`src/rtl/instr_dispatch_if.sv`:
```
// ---------------------------------------------------------------------------
// instr_dispatch_if
// Bundle of the fetch/dispatch front end's bus signals.
//   ROM side     : rom_addr, rom_req (to ROM); rom_data, rom_valid (from ROM)
//   Execute side : ir, exec_busy (to execute FSMs); pc_inc, done (from them)
// Modports:
//   master - the dispatch unit (instr_dispatch)
//   slave  - the program ROM plus the per-opcode execute FSMs
// ---------------------------------------------------------------------------
interface instr_dispatch_if #(
  parameter int ADDR_W = 8
);
  logic [ADDR_W-1:0] rom_addr;
  logic              rom_req;
  logic [15:0]       rom_data;
  logic              rom_valid;
  logic [15:0]       ir;
  logic              exec_busy;
  logic              pc_inc;
  logic              done;

  modport master (
    output rom_addr, rom_req, ir, exec_busy,
    input  rom_data, rom_valid, pc_inc, done
  );

  modport slave (
    input  rom_addr, rom_req, ir, exec_busy,
    output rom_data, rom_valid, pc_inc, done
  );
endinterface

```
`src/rtl/instr_dispatch.sv`:
```
// ---------------------------------------------------------------------------
// instr_dispatch
// Fetch/dispatch front end of the microcontroller. Fetches 16-bit words from
// program ROM, decodes the opcode, presents the instruction on ir to the
// per-opcode execute FSMs, consumes their pc_inc/done handshake, advances the
// PC and retires the instruction. Outside EXEC an idle word is driven on ir so
// every execute FSM falls back to its start state.
//
// Ports:
//   clk, rst     clock, asynchronous active-high reset
//   bus          instr_dispatch_if.master (rom_addr/rom_req/rom_data/rom_valid,
//                ir/exec_busy/pc_inc/done)
//   pc           program counter (rom_addr mirrors it)
//   halted       sticky, set by opcode 4'hF
//   fault        sticky, illegal opcode or execute timeout
//   fault_code   01 illegal opcode, 10 timeout
//   retired_cnt  retired instruction count (wraps)
//
// Optional feature, macro DISPATCH_TIMEOUT_EN:
//   defined   - an EXEC watchdog faults with code 10 after TIMEOUT cycles
//               without done (TIMEOUT parameter exists only in this build)
//   undefined - EXEC waits for done indefinitely
// ---------------------------------------------------------------------------
module instr_dispatch #(
  parameter int                ADDR_W    = 8,
  parameter logic [ADDR_W-1:0] RESET_PC  = '0,
  parameter logic [15:0]       IDLE_IR   = 16'hE000,
  parameter logic [15:0]       IMPL_MASK = 16'h3FFF
`ifdef DISPATCH_TIMEOUT_EN
  ,
  parameter int                TIMEOUT   = 15
`endif
) (
  input  logic               clk,
  input  logic               rst,
  instr_dispatch_if.master   bus,
  output logic [ADDR_W-1:0]  pc,
  output logic               halted,
  output logic               fault,
  output logic [1:0]         fault_code,
  output logic [15:0]        retired_cnt
);

  typedef enum logic [2:0] {
    S_BOOT,
    S_FETCH,
    S_DECODE,
    S_EXEC,
    S_RETIRE,
    S_HALT,
    S_FAULT
  } state_t;

  state_t            state;
  state_t            state_nx;
  logic [15:0]       ir_q;
  logic [15:0]       ir_nx;
  logic [ADDR_W-1:0] pc_nx;
  logic              inc_seen;
  logic              inc_seen_nx;
  logic [15:0]       cnt_nx;
  logic [1:0]        code_nx;
  logic [3:0]        op;

`ifdef DISPATCH_TIMEOUT_EN
  localparam int TIMER_W = (TIMEOUT < 2) ? 1 : $clog2(TIMEOUT + 1);
  localparam logic [TIMER_W-1:0] TIMER_LAST = TIMER_W'(TIMEOUT - 1);

  logic [TIMER_W-1:0] timer;
  logic [TIMER_W-1:0] timer_nx;
`endif

  assign op = ir_q[15:12];

  // Outputs are decoded straight from the registered state so they are
  // glitch-free and never depend combinationally on the handshake inputs.
  assign bus.rom_addr  = pc;
  assign bus.rom_req   = (state == S_FETCH);
  assign bus.exec_busy = (state == S_EXEC);
  assign bus.ir        = (state == S_EXEC) ? ir_q : IDLE_IR;
  assign halted        = (state == S_HALT);
  assign fault         = (state == S_FAULT);

  always_ff @(posedge clk or posedge rst) begin
    if (rst) begin
      state       <= S_BOOT;
      pc          <= RESET_PC;
      ir_q        <= IDLE_IR;
      inc_seen    <= 1'b0;
      retired_cnt <= '0;
      fault_code  <= 2'b00;
`ifdef DISPATCH_TIMEOUT_EN
      timer       <= '0;
`endif
    end else begin
      state       <= state_nx;
      pc          <= pc_nx;
      ir_q        <= ir_nx;
      inc_seen    <= inc_seen_nx;
      retired_cnt <= cnt_nx;
      fault_code  <= code_nx;
`ifdef DISPATCH_TIMEOUT_EN
      timer       <= timer_nx;
`endif
    end
  end

  always_comb begin
    state_nx    = state;
    pc_nx       = pc;
    ir_nx       = ir_q;
    inc_seen_nx = inc_seen;
    cnt_nx      = retired_cnt;
    code_nx     = fault_code;
`ifdef DISPATCH_TIMEOUT_EN
    timer_nx    = timer;
`endif

    case (state)
      S_BOOT: state_nx = S_FETCH;

      S_FETCH: begin
        if (bus.rom_valid) begin
          ir_nx    = bus.rom_data;
          state_nx = S_DECODE;
        end
      end

      S_DECODE: begin
        if (op == 4'hF) begin
          state_nx = S_HALT;
        end else if (IMPL_MASK[op]) begin
          state_nx    = S_EXEC;
          inc_seen_nx = 1'b0;
`ifdef DISPATCH_TIMEOUT_EN
          timer_nx    = '0;
`endif
        end else begin
          state_nx = S_FAULT;
          code_nx  = 2'b01;
        end
      end

      S_EXEC: begin
        // pc_inc is honoured even on the cycle that done arrives.
        if (bus.pc_inc) begin
          pc_nx       = pc + 1'b1;
          inc_seen_nx = 1'b1;
        end
        // done on the same edge as the watchdog limit wins.
        if (bus.done) begin
          state_nx = S_RETIRE;
        end
`ifdef DISPATCH_TIMEOUT_EN
        else if (timer == TIMER_LAST) begin
          state_nx = S_FAULT;
          code_nx  = 2'b10;
        end else begin
          timer_nx = timer + 1'b1;
        end
`endif
      end

      S_RETIRE: begin
        cnt_nx = retired_cnt + 16'd1;
        // Instructions that never requested an increment still step the PC.
        if (!inc_seen) begin
          pc_nx = pc + 1'b1;
        end
        state_nx = S_FETCH;
      end

      S_HALT:  state_nx = S_HALT;
      S_FAULT: state_nx = S_FAULT;

      default: state_nx = S_BOOT;
    endcase
  end

endmodule

```
`src/flat_wrapper.sv`:
```
// flat-port wrapper written by rule: the top's interface ports become plain ports
module instr_dispatch_flat 
#(
  parameter int                ADDR_W    = 8,
  parameter logic [ADDR_W-1:0] RESET_PC  = '0,
  parameter logic [15:0]       IDLE_IR   = 16'hE000,
  parameter logic [15:0]       IMPL_MASK = 16'h3FFF

)
  (clk, rst, pc, halted, fault, fault_code, retired_cnt, bus_rom_addr, bus_rom_req, bus_ir, bus_exec_busy, bus_rom_data, bus_rom_valid, bus_pc_inc, bus_done);
  instr_dispatch_if #(.ADDR_W(ADDR_W)) bus_i ();
  input  logic clk;
  input  logic rst;
  output logic [ADDR_W-1:0] pc;
  output logic halted;
  output logic fault;
  output logic [1:0] fault_code;
  output logic [15:0] retired_cnt;
  output wire logic [$bits(bus_i.rom_addr)-1:0] bus_rom_addr;
  output wire logic [$bits(bus_i.rom_req)-1:0] bus_rom_req;
  output wire logic [$bits(bus_i.ir)-1:0] bus_ir;
  output wire logic [$bits(bus_i.exec_busy)-1:0] bus_exec_busy;
  input wire logic [$bits(bus_i.rom_data)-1:0] bus_rom_data;
  input wire logic [$bits(bus_i.rom_valid)-1:0] bus_rom_valid;
  input wire logic [$bits(bus_i.pc_inc)-1:0] bus_pc_inc;
  input wire logic [$bits(bus_i.done)-1:0] bus_done;
  assign bus_rom_addr = bus_i.rom_addr;
  assign bus_rom_req = bus_i.rom_req;
  assign bus_ir = bus_i.ir;
  assign bus_exec_busy = bus_i.exec_busy;
  assign bus_i.rom_data = bus_rom_data;
  assign bus_i.rom_valid = bus_rom_valid;
  assign bus_i.pc_inc = bus_pc_inc;
  assign bus_i.done = bus_done;
  instr_dispatch #(.ADDR_W(ADDR_W), .RESET_PC(RESET_PC), .IDLE_IR(IDLE_IR), .IMPL_MASK(IMPL_MASK)) u_core (.clk(clk), .rst(rst), .bus(bus_i), .pc(pc), .halted(halted), .fault(fault), .fault_code(fault_code), .retired_cnt(retired_cnt));
endmodule
```
`config.mk`:
```
export PLATFORM = sky130hd
export DESIGN_NAME = instr_dispatch_flat
export DESIGN_NICKNAME = d
export VERILOG_FILES = /design/src/rtl/instr_dispatch_if.sv /design/src/rtl/instr_dispatch.sv /design/src/flat_wrapper.sv
export SDC_FILE = /design/constraint.sdc
export NUM_CORES = 1
export LEC_CHECK = 0
export ABC_AREA = 1
export CORE_MARGIN = 2
export CORE_UTILIZATION = 40
export CTS_CLUSTER_DIAMETER = 120
export DETAILED_ROUTE_END_ITERATION = 8
export GPL_TIMING_DRIVEN = 1
export HOLD_SLACK_MARGIN = 0.15
export PLACE_DENSITY = 0.84
export SLEW_MARGIN = 10
export SYNTH_ARGS = -nofsm -noshare
export SYNTH_HDL_FRONTEND = slang
export SYNTH_SLANG_ARGS = --single-unit
export TNS_END_PERCENT = 50
```
`constraint.sdc`:
```
create_clock -name clk -period 1.3 [get_ports clk]
set_input_delay 0.195 -clock clk [delete_from_list [all_inputs] [get_ports clk]]
set_output_delay 0.195 -clock clk [all_outputs]
set_load 0.02 [all_outputs]
```
; ---- Word level (Yosys, flattened, before mapping)
; Memory sizes are Yosys's and may differ from the RTL's.
; Cells that the tools add are included.
[classes]
n_addsub = 2
order_cmp = 1
n_eq_ne = 13
muxes = 14
bitwise_logic = 2
n_reduce_logical = 9
[op_table]
columns = cell, count
row1 = 3-bit one-hot mux with 6 select lines, 1
row2 = "16-bit by 1-bit adder with 16-bit output, second input constant", 1
row3 = 16-bit two-way mux, 1
row4 = 8-bit two-way mux, 2
row5 = 8-bit one-hot mux with 2 select lines, 1
row6 = 3-bit two-way mux, 4
row7 = "3-bit == test, second input constant", 3
row8 = "8-bit by 1-bit adder with 8-bit output, second input constant", 1
row9 = "2-bit by 1-bit != test with 1-bit output, second input constant", 4
row10 = "3-bit by 2-bit == test with 1-bit output, second input constant", 2
row11 = 3-bit AND reduction, 2
row12 = "4-bit by 5-bit less-than comparator with 1-bit output, second input constant", 1
row13 = "4-bit == test, second input constant", 1
row14 = 1-bit two-way mux, 4
row15 = "2-bit != test, second input constant", 2
row16 = 2-bit AND reduction, 2
row17 = 4-bit AND reduction, 1
row18 = 2-bit nonzero test, 2
row19 = "3-bit by 1-bit == test with 1-bit output, second input constant", 1
row20 = 3-bit logical NOT, 1
row21 = 1-bit inverter, 2
row22 = 1-bit one-hot mux with 2 select lines, 1
row23 = 2-bit OR reduction, 1
[word_totals]
reg_bits = 45
mem_bits_ro = 16
in_bits = 21
output_inout_bits = 54
word_cells = 48
mem_count = 1
[memory_table]
columns = memory, depth, word_bits, read_ports, rd_ports_with_merged_regs, wr, line
row1 = (name not given), 16, 1, 1, 0, 0, instr_dispatch.sv:132  ; end else if (IMPL_MASK[op]) begin

; ---- Depth between registers and ports, before layout
; Gate-level depths: netlist of run 1.
[depth]
ltp_word = 5
ltp_mapped = 9
depth_no_buf = 8

; ---- Worst setup path before layout of run 1
; OpenSTA, ideal clock, no wires.
[synth_path]
path_kind = reg-to-reg
from = register u_core.retired_cnt[1]
to = register u_core.retired_cnt[10]
setup_ns = 0.117
t_arrival_ns = 1.311
t_required_ns = 1.183
path_slack_ns = -0.129
path_stages_with_launch = 9
n_path_buf = 0
period_less_slack_ns = 1.429
cell_sequence = dfrtp_1 -> ha_1 -> nand3_1 -> nor2_2 -> nand2_1 -> nor2_1 -> nand2_1 -> nand2_1 -> nand2_1
[synth_between]
elab_chain_len = 1
[synth_lines]
columns = item, line
row1 = "start, declared", instr_dispatch.sv:41  ; output logic [15:0] retired_cnt
row2 = "start signal, assigned", instr_dispatch.sv:100  ; retired_cnt <= cnt_nx;
row3 = 16-bit by 1-bit adder with 16-bit output, instr_dispatch.sv:165  ; cnt_nx = retired_cnt + 16'd1;
; Every way passes these cells.
; A chain may end at the register's enable or synchronous reset.

; ---- Worst setup path after layout of run 1
[layout_path]
from = register u_core.state[2]
to = output bus_ir[12]
[layout_between]
elab_chain_len = 2
[layout_lines]
columns = item, line
row1 = "start, declared", instr_dispatch.sv:54  ; state_t state;
row2 = "start signal, assigned", instr_dispatch.sv:96  ; state <= state_nx;
row3 = 3-bit by 2-bit == test with 1-bit output, instr_dispatch.sv:80  ; assign bus.ir = (state == S_EXEC) ? ir_q : IDLE_IR;
row4 = 16-bit two-way mux, instr_dispatch.sv:80
row5 = "end, declared", flat_wrapper.sv:21  ; output wire logic [$bits(bus_i.ir)-1:0] bus_ir;
; Every way passes these cells.

==> flow_summary.yaml, run 1 <==
power:
  leakage_nw: 1.914
  vdd_ir_drop_max_v: 0.001450
  p_per_area_mw_per_mm2: 1890
job:
  drv_cap: 0
floorplanning:
  core.rowCount: 27
  fp.dieW_um: 80.87
  io_pins: 75
  die_area_sq_mm: 0.006540
  initial_core_util_pct: 42.15
  dieHeight_um: 80.87
  core-area_sq_mm: 0.005608
placement:
  dp_hpwl_um: 4023
  dp_slack_ns: -0.3296
  globalplace.congestion: 0.8678
  place_inst: 465
  io_buffers: 73
logic_synthesis:
  yosys.area.top_type: "dfrtp_1"
  ys_seq_area_share_pct: 47.80
  ys_seq_elements: 45
  synth_area_sq_mm: 0.002364
  synth.distinct_cells: 35
  yosys_warnings: 0
  avgSynthCellArea_sq_um: 7.931
  synthTopCellsByArea: "dfrtp_1 44%, nand2_1 12%, nor2_1 8.1%"
  synthCells: 298
  synth_top_area_share_pct: 44.47
  synth_fp_nets: 321
routing:
  wire_per_inst_um: 12.29
  drt-vias-per-instance: 4.707
  drt_iter0_drc: 56
  dr.pass1.iters: 4
  wirelength_um: 5950
  vias: 2278
  drc: 0
  detail-route-antenna-nets: 0
clocking:
  clock-sinks: 45
  clk_path_buf_depth: 2
  path_clk_slew_ns: 0.09
  cts_tree: "done"
  htreeDepth: 2
  cts_made_buffers: 5
  clk-insertion-delay-late_ns: 0.30
  root_buffer: "clkbuf_8"
worst_setup_path:
  cp_slowest_cell: "dfrtp_1"
  crit_fanout: 5
  end_kind: "output pin"
  path_class: "reg -> out"
  required_ns: 1.11
  critical_path_depth: 5
  cp_cell_sequence: "inv_2 > nand3_4 > buf_6 > nor2_2 > buf_4"
  slowest_delay_ns: 0.41
  crit_arrival_ns: 1.29
  r2r_cells: 9
  critPathTopFamily: "flip-flops"
  startpoint_type: "register"
  crit_buf_inv: 3
sta:
  slew_viol_final: 0
  setup_viol: 55
  final.setup.worst_slack_ns: -0.1868
  setup_tns_ns: -6.585
  clock_skew_ns: 0.01444
  hold_viol: 0
  rsz0062_at_grt: "yes"
  fmax_mhz: 672.6
  layout_min_cycle_time_ns: 1.487
  post-route-period-util_pct: 114.4
global_route:
  antenna_found_initial: 0
  grt_pass1_wl_um: 8928
  grtUsageTotal_pct: 17.51
  grt_pass1_vias: 2059
  grt_max_degree: 46
  gr-total-overflow: 0
finish:
  final_cell_mix: "62 x nand2_1, 42 x buf_4, 37 x dfrtp_1"
  drive_gt1_share_pct: 36.17
  nNetsFinal: 434
  fin_util_pct: 67.36
  final_cells: 484
  syn2layout_area_growth_pct: 59.82
  final_common_cell: "nand2_1"
  n_antenna_cell: 0
run_status:
  violations: "setup timing"
  outcome: "complete, but fails checks"
min_path:
  hp-class: "in -> async"
final cells by class:
cell class	count	area (sq um)
fillers	461	1831
inverters	42	170.2
multi-input cells	198	1192
clock buffers	7	86.33
repair buffers	119	1095
well taps	72	90.09
clock inverters	1	7.507
flip-flops and latches	45	1136
routing by layer:
| layer | GRT usage [%] | routed length, um |
|---|---|---|
| met3 | 5.000 | 401 |
| met2 | 29.50 | 2998 |
| met1 | 21.54 | 2437 |
| met5 | 0 | 0 |
| met4 | 5.932 | 113 |
final timing paths:
path / startpoint / to / slack [ns]
worst max-delay path: u_core.state[2]$_DFFE_PP0P_ / bus_ir[12] / -0.19
min in group clk: bus_rom_data[15] / u_core.ir_q[15]$_DFFE_PP1P_ / 0.44
worst min-delay path: rst / u_core.retired_cnt[8]$_DFFE_PP0P_ / 0.23
worst min register to register: u_core.fault_code[0]$_DFFE_PP0P_ / u_core.fault_code[0]$_DFFE_PP0P_ / 0.46
max in group asynchronous: rst / u_core.ir_q[14]$_DFFE_PP1P_ / 0.79
worst max register to register: u_core.state[1]$_DFFE_PP0P_ / u_core.ir_q[12]$_DFFE_PP0P_ / -0.15
power breakdown:
group / total, W / internal, W / switching, W
registers: 0.00213 / 0.00186 / 0.000264
logic: 0.00411 / 0.00187 / 0.00224
clock network: 0.000901 / 0.000432 / 0.000469
cells by family after synthesis:
logic type / Yosys count / synth area share (%)
AO/OA/AOI/OAI: 26 / 5.982
XOR/XNOR: 15 / 5.876
adder cells (fa/ha/maj): 2 / 1.059
buffers and inverters: 56 / 10.80
flip-flops: 45 / 47.80
other: 1 / 0.1587
AND/OR/NAND/NOR: 153 / 28.32
registers in the layout (all words and copies together), names as in the netlist:
name                 count
u_core.ir_q             16
u_core.retired_cnt      16
u_core.bus.rom_addr      8
u_core.state             3
u_core.fault_code        1
u_core.inc_seen          1
repair_timing:
action	CTS	global route
gates cloned	0	3
hold buffers	0	0
endpoints found under the setup margin	86	67
pin swaps	3	6
buffers inserted	2	7
resized for setup	160	82
worst register-to-register path: stages, from the launching register on:
cell and delay (ns):
dfrtp_2 0.45, buf_6 0.13, nor2_4 0.14, nand2_4 0.06, inv_2 0.06, buf_6 0.12
nand2_8 0.07, buf_12 0.15, nor2_1 0.10, a21oi_1 0.06
per-stage QoR:
step / hold slack [ns] / power [W] / instance area, sq um
final: 0.2295 / 0.007140 / 3777
after global placement: 0.4465 / 0.005517 / 3385
after global routing: 0.2464 / 0.007593 / 3777
after detailed placement: 0.4501 / 0.005600 / 3385
after CTS: 0.2410 / 0.006510 / 3486
after floorplan: 0.3074 / 0.004003 / 2366
synthesized netlist by cell type:
library cell	instances
clkbuf_1	1
dfstp_2	3
nor3b_1	1
xor2_2	1
a21oi_1	18
nand2_1	74
conb_1	1
buf_6	1
nand3b_1	2
nand3_4	1
inv_2	6
buf_2	3
or2_2	1
nand2_2	2
dfrtp_1	42
o211ai_1	1
o21a_1	1
nor2_1	51
o21ai_0	3
xor2_1	11
buf_4	9
inv_1	36
xnor2_1	3
o2111ai_1	1
nand3_1	9
ha_1	2
nor2_2	2
nor2_4	2
nand4_1	2
a21o_1	1
nand2_4	2
or2_1	1
o21ai_1	1
nor3_1	2
nand3_2	1
(Power assumes the default switching activity.)
==> run 2, diff against run 1 <==
--- a/config.mk
+++ b/config.mk
@@ -8,7 +8,9 @@
 export ABC_AREA = 1
 export CORE_MARGIN = 2
 export CORE_UTILIZATION = 40
+export CTS_BUF_LIST = sky130_fd_sc_hd__clkbuf_16
 export CTS_CLUSTER_DIAMETER = 120
+export CTS_CLUSTER_SIZE = 25
 export DETAILED_ROUTE_END_ITERATION = 8
 export GPL_TIMING_DRIVEN = 1
 export HOLD_SLACK_MARGIN = 0.15
==> flow_summary.yaml, run 2 (synthesized netlist as in run 1, its figures left out) <==
floorplanning:
  io_pins: 75
  core.rowCount: 27
  dieHeight_um: 80.87
  initial_core_util_pct: 42.15
  core-area_sq_mm: 0.005608
  fp.dieW_um: 80.87
  die_area_sq_mm: 0.006540
job:
  drv_cap: 0
global_route:
  grt_pass1_wl_um: 9101
  grt_max_degree: 46
  grtUsageTotal_pct: 17.88
  grt_pass1_vias: 2062
  gr-total-overflow: 0
  antenna_found_initial: 0
finish:
  fin_util_pct: 66.49
  nNetsFinal: 430
  syn2layout_area_growth_pct: 57.76
  final_common_cell: "nand2_1"
  final_cell_mix: "60 x nand2_1, 48 x buf_4, 36 x dfrtp_1"
  drive_gt1_share_pct: 34.07
  n_antenna_cell: 0
worst_setup_path:
  cp_cell_sequence: "inv_2 > nand3_4 > or2_2 > buf_6"
  crit_arrival_ns: 1.31
  crit_fanout: 4
  startpoint_type: "register"
  path_class: "reg -> out"
  slowest_delay_ns: 0.39
  critPathTopFamily: "simple AND/OR/NAND/NOR gates"
  end_kind: "output pin"
  required_ns: 1.11
  cp_slowest_cell: "dfrtp_1"
  crit_buf_inv: 2
clocking:
  hold_buffers: 0
  cts_tree: "done"
  clock-sinks: 45
  root_buffer: "clkbuf_16"
  clk_path_buf_depth: 2
  cts_made_buffers: 5
  htreeDepth: 2
  path_clk_slew_ns: 0.07
  clk-insertion-delay-late_ns: 0.29
power:
  clock_power_share_pct: 16.8
  leakage_nw: 1.917
  pwr-share-seq_pct: 29.8
  p_switching_w: 0.002915
  vdd_ir_drop_max_v: 0.001314
  internal_power_w: 0.004297
  swShare_pct: 40.42
  p_comb_share_pct: 53.4
  p_per_area_mw_per_mm2: 1934
sta:
  clock_skew_ns: 0.01060
  post-route-period-util_pct: 115.6
  fmax_mhz: 665.7
  relSlewSlack_pct: 65.38
  final.setup.worst_slack_ns: -0.2022
  rsz0062_at_grt: "yes"
  worst_pin_slew_ns: 0.5182
  setup_tns_ns: -6.884
  layout_min_cycle_time_ns: 1.502
  hold_viol: 0
  setup_viol: 53
  slew_viol_final: 0
placement:
  io_buffers: 73
  dp_hpwl_um: 4023
  globalplace.congestion: 0.8678
min_path:
  hp-class: "in -> async"
routing:
  drt-vias-per-instance: 4.688
  drt_iter0_drc: 66
  dr.pass1.iters: 4
  detail-route-antenna-nets: 0
  vias: 2250
  wirelength_um: 6006
  drc: 0
  wire_per_inst_um: 12.51
run_status:
  violations: "setup timing"
  outcome: "complete, but fails checks"
==> run 2: changes by cell type in the layout (fill, tap and decap cells not counted), moves of 3 or more <==
cell             change
buf_4                +6
buf_6               -11
clkbuf_16            +4
clkbuf_8             -6
clkdlybuf4s15_1      -3
dlygate4sd2_1        +6
nor2_1               +8
nor2_2               -3
nor2_4               -5
==> run 2: repair_timing <==
item / CTS / global route
endpoints found under the setup margin: 86 / 61
setup buffers: 2 / 4
pin swaps: 2 / 13
cloned: 0 / 1
resized for setup: 155 / 55
==> run 2: path summary, 6_finish.rpt <==
| kind | startpoint | end | slack, ns | depth (start not counted) |
|---|---|---|---|---|
| min in group clk | bus_rom_data[13] | u_core.ir_q[13]$_DFFE_PP1P_ | 0.45 | 3 |
| max in group asynchronous | rst | u_core.ir_q[14]$_DFFE_PP1P_ | 0.77 | 3 |
| max | u_core.state[2]$_DFFE_PP0P_ | bus_ir[15] | -0.20 | 4 |
| max reg2reg | u_core.state[1]$_DFFE_PP0P_ | u_core.retired_cnt[13]$_DFFE_PP0P_ | -0.16 | 9 |
| min | rst | u_core.retired_cnt[8]$_DFFE_PP0P_ | 0.25 | 3 |
| min reg2reg | u_core.fault_code[0]$_DFFE_PP0P_ | u_core.fault_code[0]$_DFFE_PP0P_ | 0.46 | 1 |
==> run 2: cell type report <==
type	instances	area, sq um
inverter	42	170.2
multi-input combinational	198	1167
clock buffer	5	125.1
clock inverter	3	15.01
sequential	45	1137
tap	72	90.09
fill	468	1879
timing repair buffer	115	1023
==> run 2: tightest hold or removal path, delay by kind of cell <==
family / cells / cell delay, ns
buffers and inverters: 3 / 0.71
==> run 2: metal layers <==
| metal | track usage [%] | wire length [um] | vias up |
|---|---|---|---|
| li1 | - | - | 1116 |
| met1 | 22.80 | 2410 | 1033 |
| met2 | 29.17 | 3066 | 91 |
| met3 | 5.556 | 422 | 10 |
| met4 | 5.424 | 106 | 0 |
| met5 | 0 | 0 | - |
==> run 2: power groups by stage <==
stage / clock, W / combinational, W / sequential, W
floorplan: 0 / 0.00171 / 0.00230
global placement: 0 / 0.00340 / 0.00212
detailed placement: 0 / 0.00346 / 0.00214
CTS: 0.00122 / 0.00345 / 0.00213
global route: 0.00129 / 0.00416 / 0.00219
finish: 0.00121 / 0.00385 / 0.00215
==> run 2: through the flow <==
step	std cells	setup WS, ns	total power (W)	hold WS, ns	cell area [sq um]
6_report	480	-0.2022	0.007212	0.2505	3729
5_1_grt	480	-0.2358	0.007641	0.2767	3729
4_1_cts	475	-0.2221	0.006800	0.2674	3522
3_5_place_dp	465	-0.3296	0.005600	0.4501	3385
3_3_place_gp	465	-0.2920	0.005517	0.4465	3385
2_1_floorplan	298	-0.07796	0.004003	0.3074	2366
==> run 3, diff against run 2 <==
--- a/config.mk
+++ b/config.mk
@@ -10,7 +10,7 @@
 export CORE_UTILIZATION = 40
 export CTS_BUF_LIST = sky130_fd_sc_hd__clkbuf_16
 export CTS_CLUSTER_DIAMETER = 120
-export CTS_CLUSTER_SIZE = 25
+export CTS_CLUSTER_SIZE = 28
 export DETAILED_ROUTE_END_ITERATION = 8
 export GPL_TIMING_DRIVEN = 1
 export HOLD_SLACK_MARGIN = 0.15
==> results of run 3 <==
No change in the layout: final DEF, timing and power equal those of run 2.
